<file path="config.mk">
export PLATFORM = sky130hd
export DESIGN_NAME = fifo_stream_reader
export DESIGN_NICKNAME = d
export VERILOG_FILES = /design/src/rtl/fifo_pkg.sv /design/src/rtl/stream_skid_buf2.sv /design/src/rtl/fifo_stream_reader.sv
export SDC_FILE = /design/constraint.sdc
export NUM_CORES = 1
export LEC_CHECK = 0
export CORE_MARGIN = 2
export CORE_UTILIZATION = 25
export CTS_CLUSTER_SIZE = 28
export DETAILED_ROUTE_END_ITERATION = 12
export GPL_TIMING_DRIVEN = 1
export SYNTH_ARGS = -nofsm -noshare
export SYNTH_HDL_FRONTEND = slang
export SYNTH_SLANG_ARGS = --single-unit
</file>
<file path="constraint.sdc">
create_clock -name i_clk -period 3.6 [get_ports i_clk]
set_clock_uncertainty 0.05 [all_clocks]
set_input_delay 0.72 -clock i_clk [delete_from_list [all_inputs] [get_ports i_clk]]
set_output_delay 0.72 -clock i_clk [all_outputs]
set_load 0.01 [all_outputs]
</file>
<file path="src/rtl/fifo_pkg.sv">
// Shared definitions for the FIFO read-side stream path.
// Contents:
//   FIFO_WIDTH     default data word width, matching the team FIFO
//   SKID_DEPTH     number of words the reader can hold
//   reader_state_e reader control states
package fifo_pkg;

  localparam int unsigned FIFO_WIDTH = 32;
  localparam int unsigned SKID_DEPTH = 2;

  typedef enum logic [1:0] {
    IDLE   = 2'd0,
    ACTIVE = 2'd1,
    DRAIN  = 2'd2
  } reader_state_e;

endpackage

</file>
<file path="src/rtl/stream_skid_buf2.sv">
// Two-entry in-order buffer. Slot 0 is always the oldest word.
// Ports:
//   i_clk, i_rst  clock and asynchronous active-high reset
//   i_push        write i_data behind the words still held this cycle
//   i_pop         drop the head word (slot 1 moves up)
//   i_data        word to write
//   o_head        slot 0
//   o_count       occupancy, 0..2
module stream_skid_buf2
  import fifo_pkg::*;
#(
  parameter int unsigned WIDTH = FIFO_WIDTH
) (
  input  logic             i_clk,
  input  logic             i_rst,
  input  logic             i_push,
  input  logic             i_pop,
  input  logic [WIDTH-1:0] i_data,
  output logic [WIDTH-1:0] o_head,
  output logic [1:0]       o_count
);

  logic [WIDTH-1:0] r_slot0;
  logic [WIDTH-1:0] r_slot1;
  logic [1:0]       r_count;

  logic [WIDTH-1:0] w_slot0_d;
  logic [WIDTH-1:0] w_slot1_d;
  logic [1:0]       w_count_d;
  logic [1:0]       w_wr_idx;

  always_comb begin
    w_slot0_d = r_slot0;
    w_slot1_d = r_slot1;
    // A pushed word lands right behind whatever survives this cycle's pop.
    w_wr_idx  = r_count - {1'b0, i_pop};
    if (i_pop) begin
      w_slot0_d = r_slot1;
    end
    if (i_push) begin
      if (w_wr_idx == 2'd0) begin
        w_slot0_d = i_data;
      end else begin
        w_slot1_d = i_data;
      end
    end
    w_count_d = r_count + {1'b0, i_push} - {1'b0, i_pop};
  end

  always_ff @(posedge i_clk or posedge i_rst) begin
    if (i_rst) begin
      r_slot0 <= '0;
      r_slot1 <= '0;
      r_count <= 2'd0;
    end else begin
      r_slot0 <= w_slot0_d;
      r_slot1 <= w_slot1_d;
      r_count <= w_count_d;
    end
  end

  assign o_head  = r_slot0;
  assign o_count = r_count;

endmodule

</file>
<file path="src/rtl/fifo_stream_reader.sv">
// Read-side controller for the synchronous FIFO. Issues FIFO reads only when
// the word (arriving one cycle later) is guaranteed a buffer slot, and
// presents buffered words on a valid/ready stream.
// Ports:
//   i_clk, i_rst    clock and asynchronous active-high reset
//   i_enable        allows new FIFO reads
//   i_fifo_empty    FIFO empty flag
//   o_fifo_rd_en    FIFO read request (combinational)
//   i_fifo_data     FIFO registered read data, valid the cycle after a read
//   o_m_valid       stream word available
//   i_m_ready       consumer accepts the word
//   o_m_data        stream word (buffer head)
//   o_busy          controller not idle
//   o_words_out     count of completed handshakes, wrapping
module fifo_stream_reader
  import fifo_pkg::*;
#(
  parameter int unsigned WIDTH     = FIFO_WIDTH,
  parameter int unsigned CNT_WIDTH = 16
) (
  input  logic                 i_clk,
  input  logic                 i_rst,
  input  logic                 i_enable,
  input  logic                 i_fifo_empty,
  output logic                 o_fifo_rd_en,
  input  logic [WIDTH-1:0]     i_fifo_data,
  output logic                 o_m_valid,
  input  logic                 i_m_ready,
  output logic [WIDTH-1:0]     o_m_data,
  output logic                 o_busy,
  output logic [CNT_WIDTH-1:0] o_words_out
);

  localparam logic [2:0] SKID_LIMIT = 3'(SKID_DEPTH);

  reader_state_e        r_state;
  reader_state_e        w_state_d;
  logic                 r_pend;
  logic [CNT_WIDTH-1:0] r_words;

  logic [1:0] w_cnt;
  logic [1:0] w_cnt_next;
  logic [2:0] w_occ;
  logic       w_pop;

  assign o_m_valid = (w_cnt != 2'd0);
  assign w_pop     = o_m_valid && i_m_ready;

  // Occupancy the buffer will have after this edge, ignoring a read issued now.
  assign w_occ      = {1'b0, w_cnt} + {2'b0, r_pend} - {2'b0, w_pop};
  assign w_cnt_next = w_cnt + {1'b0, r_pend} - {1'b0, w_pop};

  // Gated by reset so an asserted reset kills the request immediately.
  assign o_fifo_rd_en = !i_rst && i_enable && !i_fifo_empty && (r_state != DRAIN) &&
                        (w_occ < SKID_LIMIT);

  always_comb begin
    w_state_d = r_state;
    unique case (r_state)
      IDLE: begin
        if (i_enable) begin
          w_state_d = ACTIVE;
        end
      end
      ACTIVE: begin
        if (!i_enable) begin
          w_state_d = ((w_cnt != 2'd0) || r_pend) ? DRAIN : IDLE;
        end
      end
      DRAIN: begin
        if ((w_cnt_next == 2'd0) && !r_pend) begin
          w_state_d = IDLE;
        end else if (i_enable) begin
          w_state_d = ACTIVE;
        end
      end
      default: w_state_d = IDLE;
    endcase
  end

  always_ff @(posedge i_clk or posedge i_rst) begin
    if (i_rst) begin
      r_state <= IDLE;
      r_pend  <= 1'b0;
      r_words <= '0;
    end else begin
      r_state <= w_state_d;
      r_pend  <= o_fifo_rd_en;
      if (w_pop) begin
        r_words <= r_words + CNT_WIDTH'(1);
      end
    end
  end

  stream_skid_buf2 #(
    .WIDTH (WIDTH)
  ) u_skid (
    .i_clk   (i_clk),
    .i_rst   (i_rst),
    .i_push  (r_pend),
    .i_pop   (w_pop),
    .i_data  (i_fifo_data),
    .o_head  (o_m_data),
    .o_count (w_cnt)
  );

  assign o_busy      = (r_state != IDLE);
  assign o_words_out = r_words;

endmodule

</file>
==> impl_metrics.yaml, run 1 <==
routing:
  avgViaCountPerCell: 4.48
  avgRoutedWirePerCell_um: 14.1
  drtPass1Iterations: 4
  vias: 2715
  finalWirelength_mm: 8.56
  first_iter_violations: 130
  final_antenna_net_count: 0
  drc_errors: 0
clock_network:
  clk_path_buf_depth: 2
  cts_made_buffers: 9
  clkSinkCount: 85
  clock-root-buffer: "clkbuf_16"
  h-tree-depth: 3
  cts_tree: "done"
  clk_pin_slew_ns: 0.06
  clock_latency_ns: 0.34
cells_and_area:
  fill_cells: 1388
  finalInstanceArea_mm2: 0.00498
  nets: 462
  drive_gt1_share_pct: 12.7
  area_growth_pct: 38.6
  n_antenna_cell: 0
  seq_area_mm2: 0.00213
  multi_input_area_mm2: 0.00139
yosys:
  synth_area_per_cell_um2: 10.9
  ys_ff_latch: 85
  synth_area_mm2: 0.00359
  synth_warnings: 0
  synth_nets: 372
  ys.flop_type: "dfrtp_1"
  synth_edf_count: 0
  syn_inst: 331
  synth-async-reset-ratio_pct: 100
  synth_cell_types: 32
  seq_area_frac_synth_pct: 59.2
global_routing:
  grt_pass1_wl_mm: 13.5
  grt_pass1_vias: 2625
  grt.overflow.total: 0
  antenna_found_initial: 0
  grt_usage_pct: 11.8
  grt_max_degree: 53
floorplan:
  pin_count: 88
  die_y_um: 124
  fp.dieW_um: 124
  coreArea_mm2: 0.0140
  std_cell_rows: 43
  dieArea_mm2: 0.0154
  initial_core_util_pct: 25.7
sta:
  period_share_pct: 95.7
  maxSlewHeadroom_pct: 22.0
  layout_setup_ws_ns: 0.156
  layout_min_cycle_time_ns: 3.44
  setup_viol: 0
  rsz0062_at_grt: "false"
  drv_slew: 0
  timing.final.hold_violations: 0
  hold_slack_ns: 0.419
  tightest_slew_ns: 1.17
  max_freq_mhz: 290
  setup_tns_ns: 0
flow_run:
  maxCapViolCount: 0
place:
  routabilityCongestion: 0.754
  portBuffers: 87
  post-place-ws_ns: -0.462
  dp_hpwl_mm: 5.55
  post_dp_cell_area_mm2: 0.00470
setup_path:
  end_kind: "primary output"
  cp-start-kind: "primary input"
  required_ns: 2.83
  worst-setup-path-type: "in2out"
  cp.arrival_ns: 2.67
  critPathMaxFanout: 4
pwr:
  p_comb_share_pct: 34.4
  switching_share_pct: 31.7
  seqPwrFrac_pct: 42.3
  vdd.ir_drop.worst_v: 0.000359
  p_int_uw: 2520
  clockPowerShare_pct: 23.3
  p_per_area_mw_per_mm2: 741
  leakage_uw: 0.00216
  power.switching_uw: 1170
status:
  status: "finished, final reports clean"
min_path:
  min_path_type: "reg2reg"
[sequential cells by signal (all words and copies together), names as in the netlist]
name,count
u_skid.o_head,32
r_state,2
o_words_out,16
u_skid.r_slot1,32
r_pend,1
u_skid.o_count,2
[Yosys cell counts, types with 4 or more instances]
master | n | area share, %
dfrtp_1 | 85 | 59
mux2_1 | 8 | 2.5
xnor2_1 | 12 | 2.9
nand4_1 | 5 | 0.87
nor2_1 | 39 | 4.1
mux2_2 | 24 | 7.5
a31oi_1 | 32 | 5.6
nand3_1 | 5 | 0.70
clkbuf_1 | 4 | 0.42
nand2_1 | 72 | 7.5
buf_2 | 10 | 1.4
[logic make-up (layout without fill, tap and decap cells)]
family	Yosys count	in the layout	synth area share [%]
buf+inv	21	116	2.89
xor+xnor	15	15	3.65
fa+ha+maj	4	4	1.60
simple gates	137	137	16.1
mux	32	32	10.0
flops	85	85	59.2
compound gates	37	37	6.54
[power groups by stage]
stage	combinational [µW]	clock [µW]	sequential (µW)
after global routing	1400	937	1620
final	1270	859	1560
after detailed placement	1280	0	1580
after CTS	1290	897	1570
after global placement	1240	0	1560
after floorplan	620	0	1600
[cell usage in the layout, fill, tap and decap left out, types with 8 or more instances in the layout]
master	n
nand2_1	72
dfrtp_1	85
mux2_2	24
mux2_1	8
xnor2_1	12
buf_4	9
nor2_1	39
clkdlybuf4s50_1	85
clkbuf_16	9
a31oi_1	32
[path summary, 6_finish.rpt]
| kind | startpoint | endpoint | slack (ns) | depth (start not counted) |
|---|---|---|---|---|
| worst max-delay path | i_m_ready | o_fifo_rd_en | 0.16 | 9 |
| worst min-delay path | o_words_out[15] | o_words_out[15] | 0.42 | 1 |
| worst max register to register | u_skid.o_count[1] | o_words_out[7] | 1.22 | 4 |
| worst min register to register | o_words_out[15] | o_words_out[15] | 0.42 | 1 |
| max in group asynchronous | i_rst | u_skid.o_head[10] | 2.02 | 3 |
| min in group asynchronous | i_rst | u_skid.o_head[29] | 0.78 | 2 |
[area by class of cell]
class	count	area share (%)
Tap cell	180	4.52
Multi-Input combinational cell	225	27.9
Clock inverter	3	0.427
Timing Repair Buffer	97	19.2
Inverter	3	0.251
Sequential cell	85	42.7
Clock buffer	13	5.02
[per-layer routing]
layer / routed length, µm / track usage, % / vias to the layer above
met5: 0 / 0 / -
met4: 124 / 4.21 / 0
met3: 610 / 4.67 / 9
met2: 4040 / 18.9 / 71
met1: 3790 / 14.5 / 1331
li1: - / - / 1304
[what timing repair did]
item,in CTS,in global routing
resized for setup,5,1
buffers inserted,0,0
setup endpoints to repair,1,1
hold buffers,0,0
[metrics by stage]
stage / utilization (%) / total power [µW] / std cells
after global placement: 33.6 / 2800 / 590
final: 35.6 / 3690 / 606
after global routing: 35.6 / 3960 / 606
after detailed placement: 33.6 / 2860 / 590
after floorplan: - / 2230 / 331
after CTS: 35.6 / 3760 / 606
[critical path: stages]
cell,delay (ns)
dlygate4sd2_1,0.27
nand3b_1,0.13
nand2_1,0.09
ha_1,0.20
fa_1,0.48
nor4b_2,0.28
o211ai_1,0.13
a21oi_2,0.14
clkdlybuf4s15_2,0.24
Note: power is estimated with default switching activity, not from simulation.
==> inputs of run 2 (changes only) <==
--- a/config.mk
+++ b/config.mk
@@ -10,6 +10,7 @@
 export CTS_CLUSTER_SIZE = 28
 export DETAILED_ROUTE_END_ITERATION = 12
 export GPL_TIMING_DRIVEN = 1
+export SLEW_MARGIN = 10
 export SYNTH_ARGS = -nofsm -noshare
 export SYNTH_HDL_FRONTEND = slang
 export SYNTH_SLANG_ARGS = --single-unit
==> results of run 2 <==
The final DEF is identical to that of run 1; final timing and power are the same.
==> inputs of run 3 (changes only) <==
--- a/config.mk
+++ b/config.mk
@@ -9,6 +9,7 @@
 export CORE_UTILIZATION = 25
 export CTS_CLUSTER_SIZE = 28
 export DETAILED_ROUTE_END_ITERATION = 12
+export GPL_ROUTABILITY_DRIVEN = 0
 export GPL_TIMING_DRIVEN = 1
 export SLEW_MARGIN = 10
 export SYNTH_ARGS = -nofsm -noshare
==> results of run 3 <==
The final DEF is identical to that of run 1; final timing and power are the same.
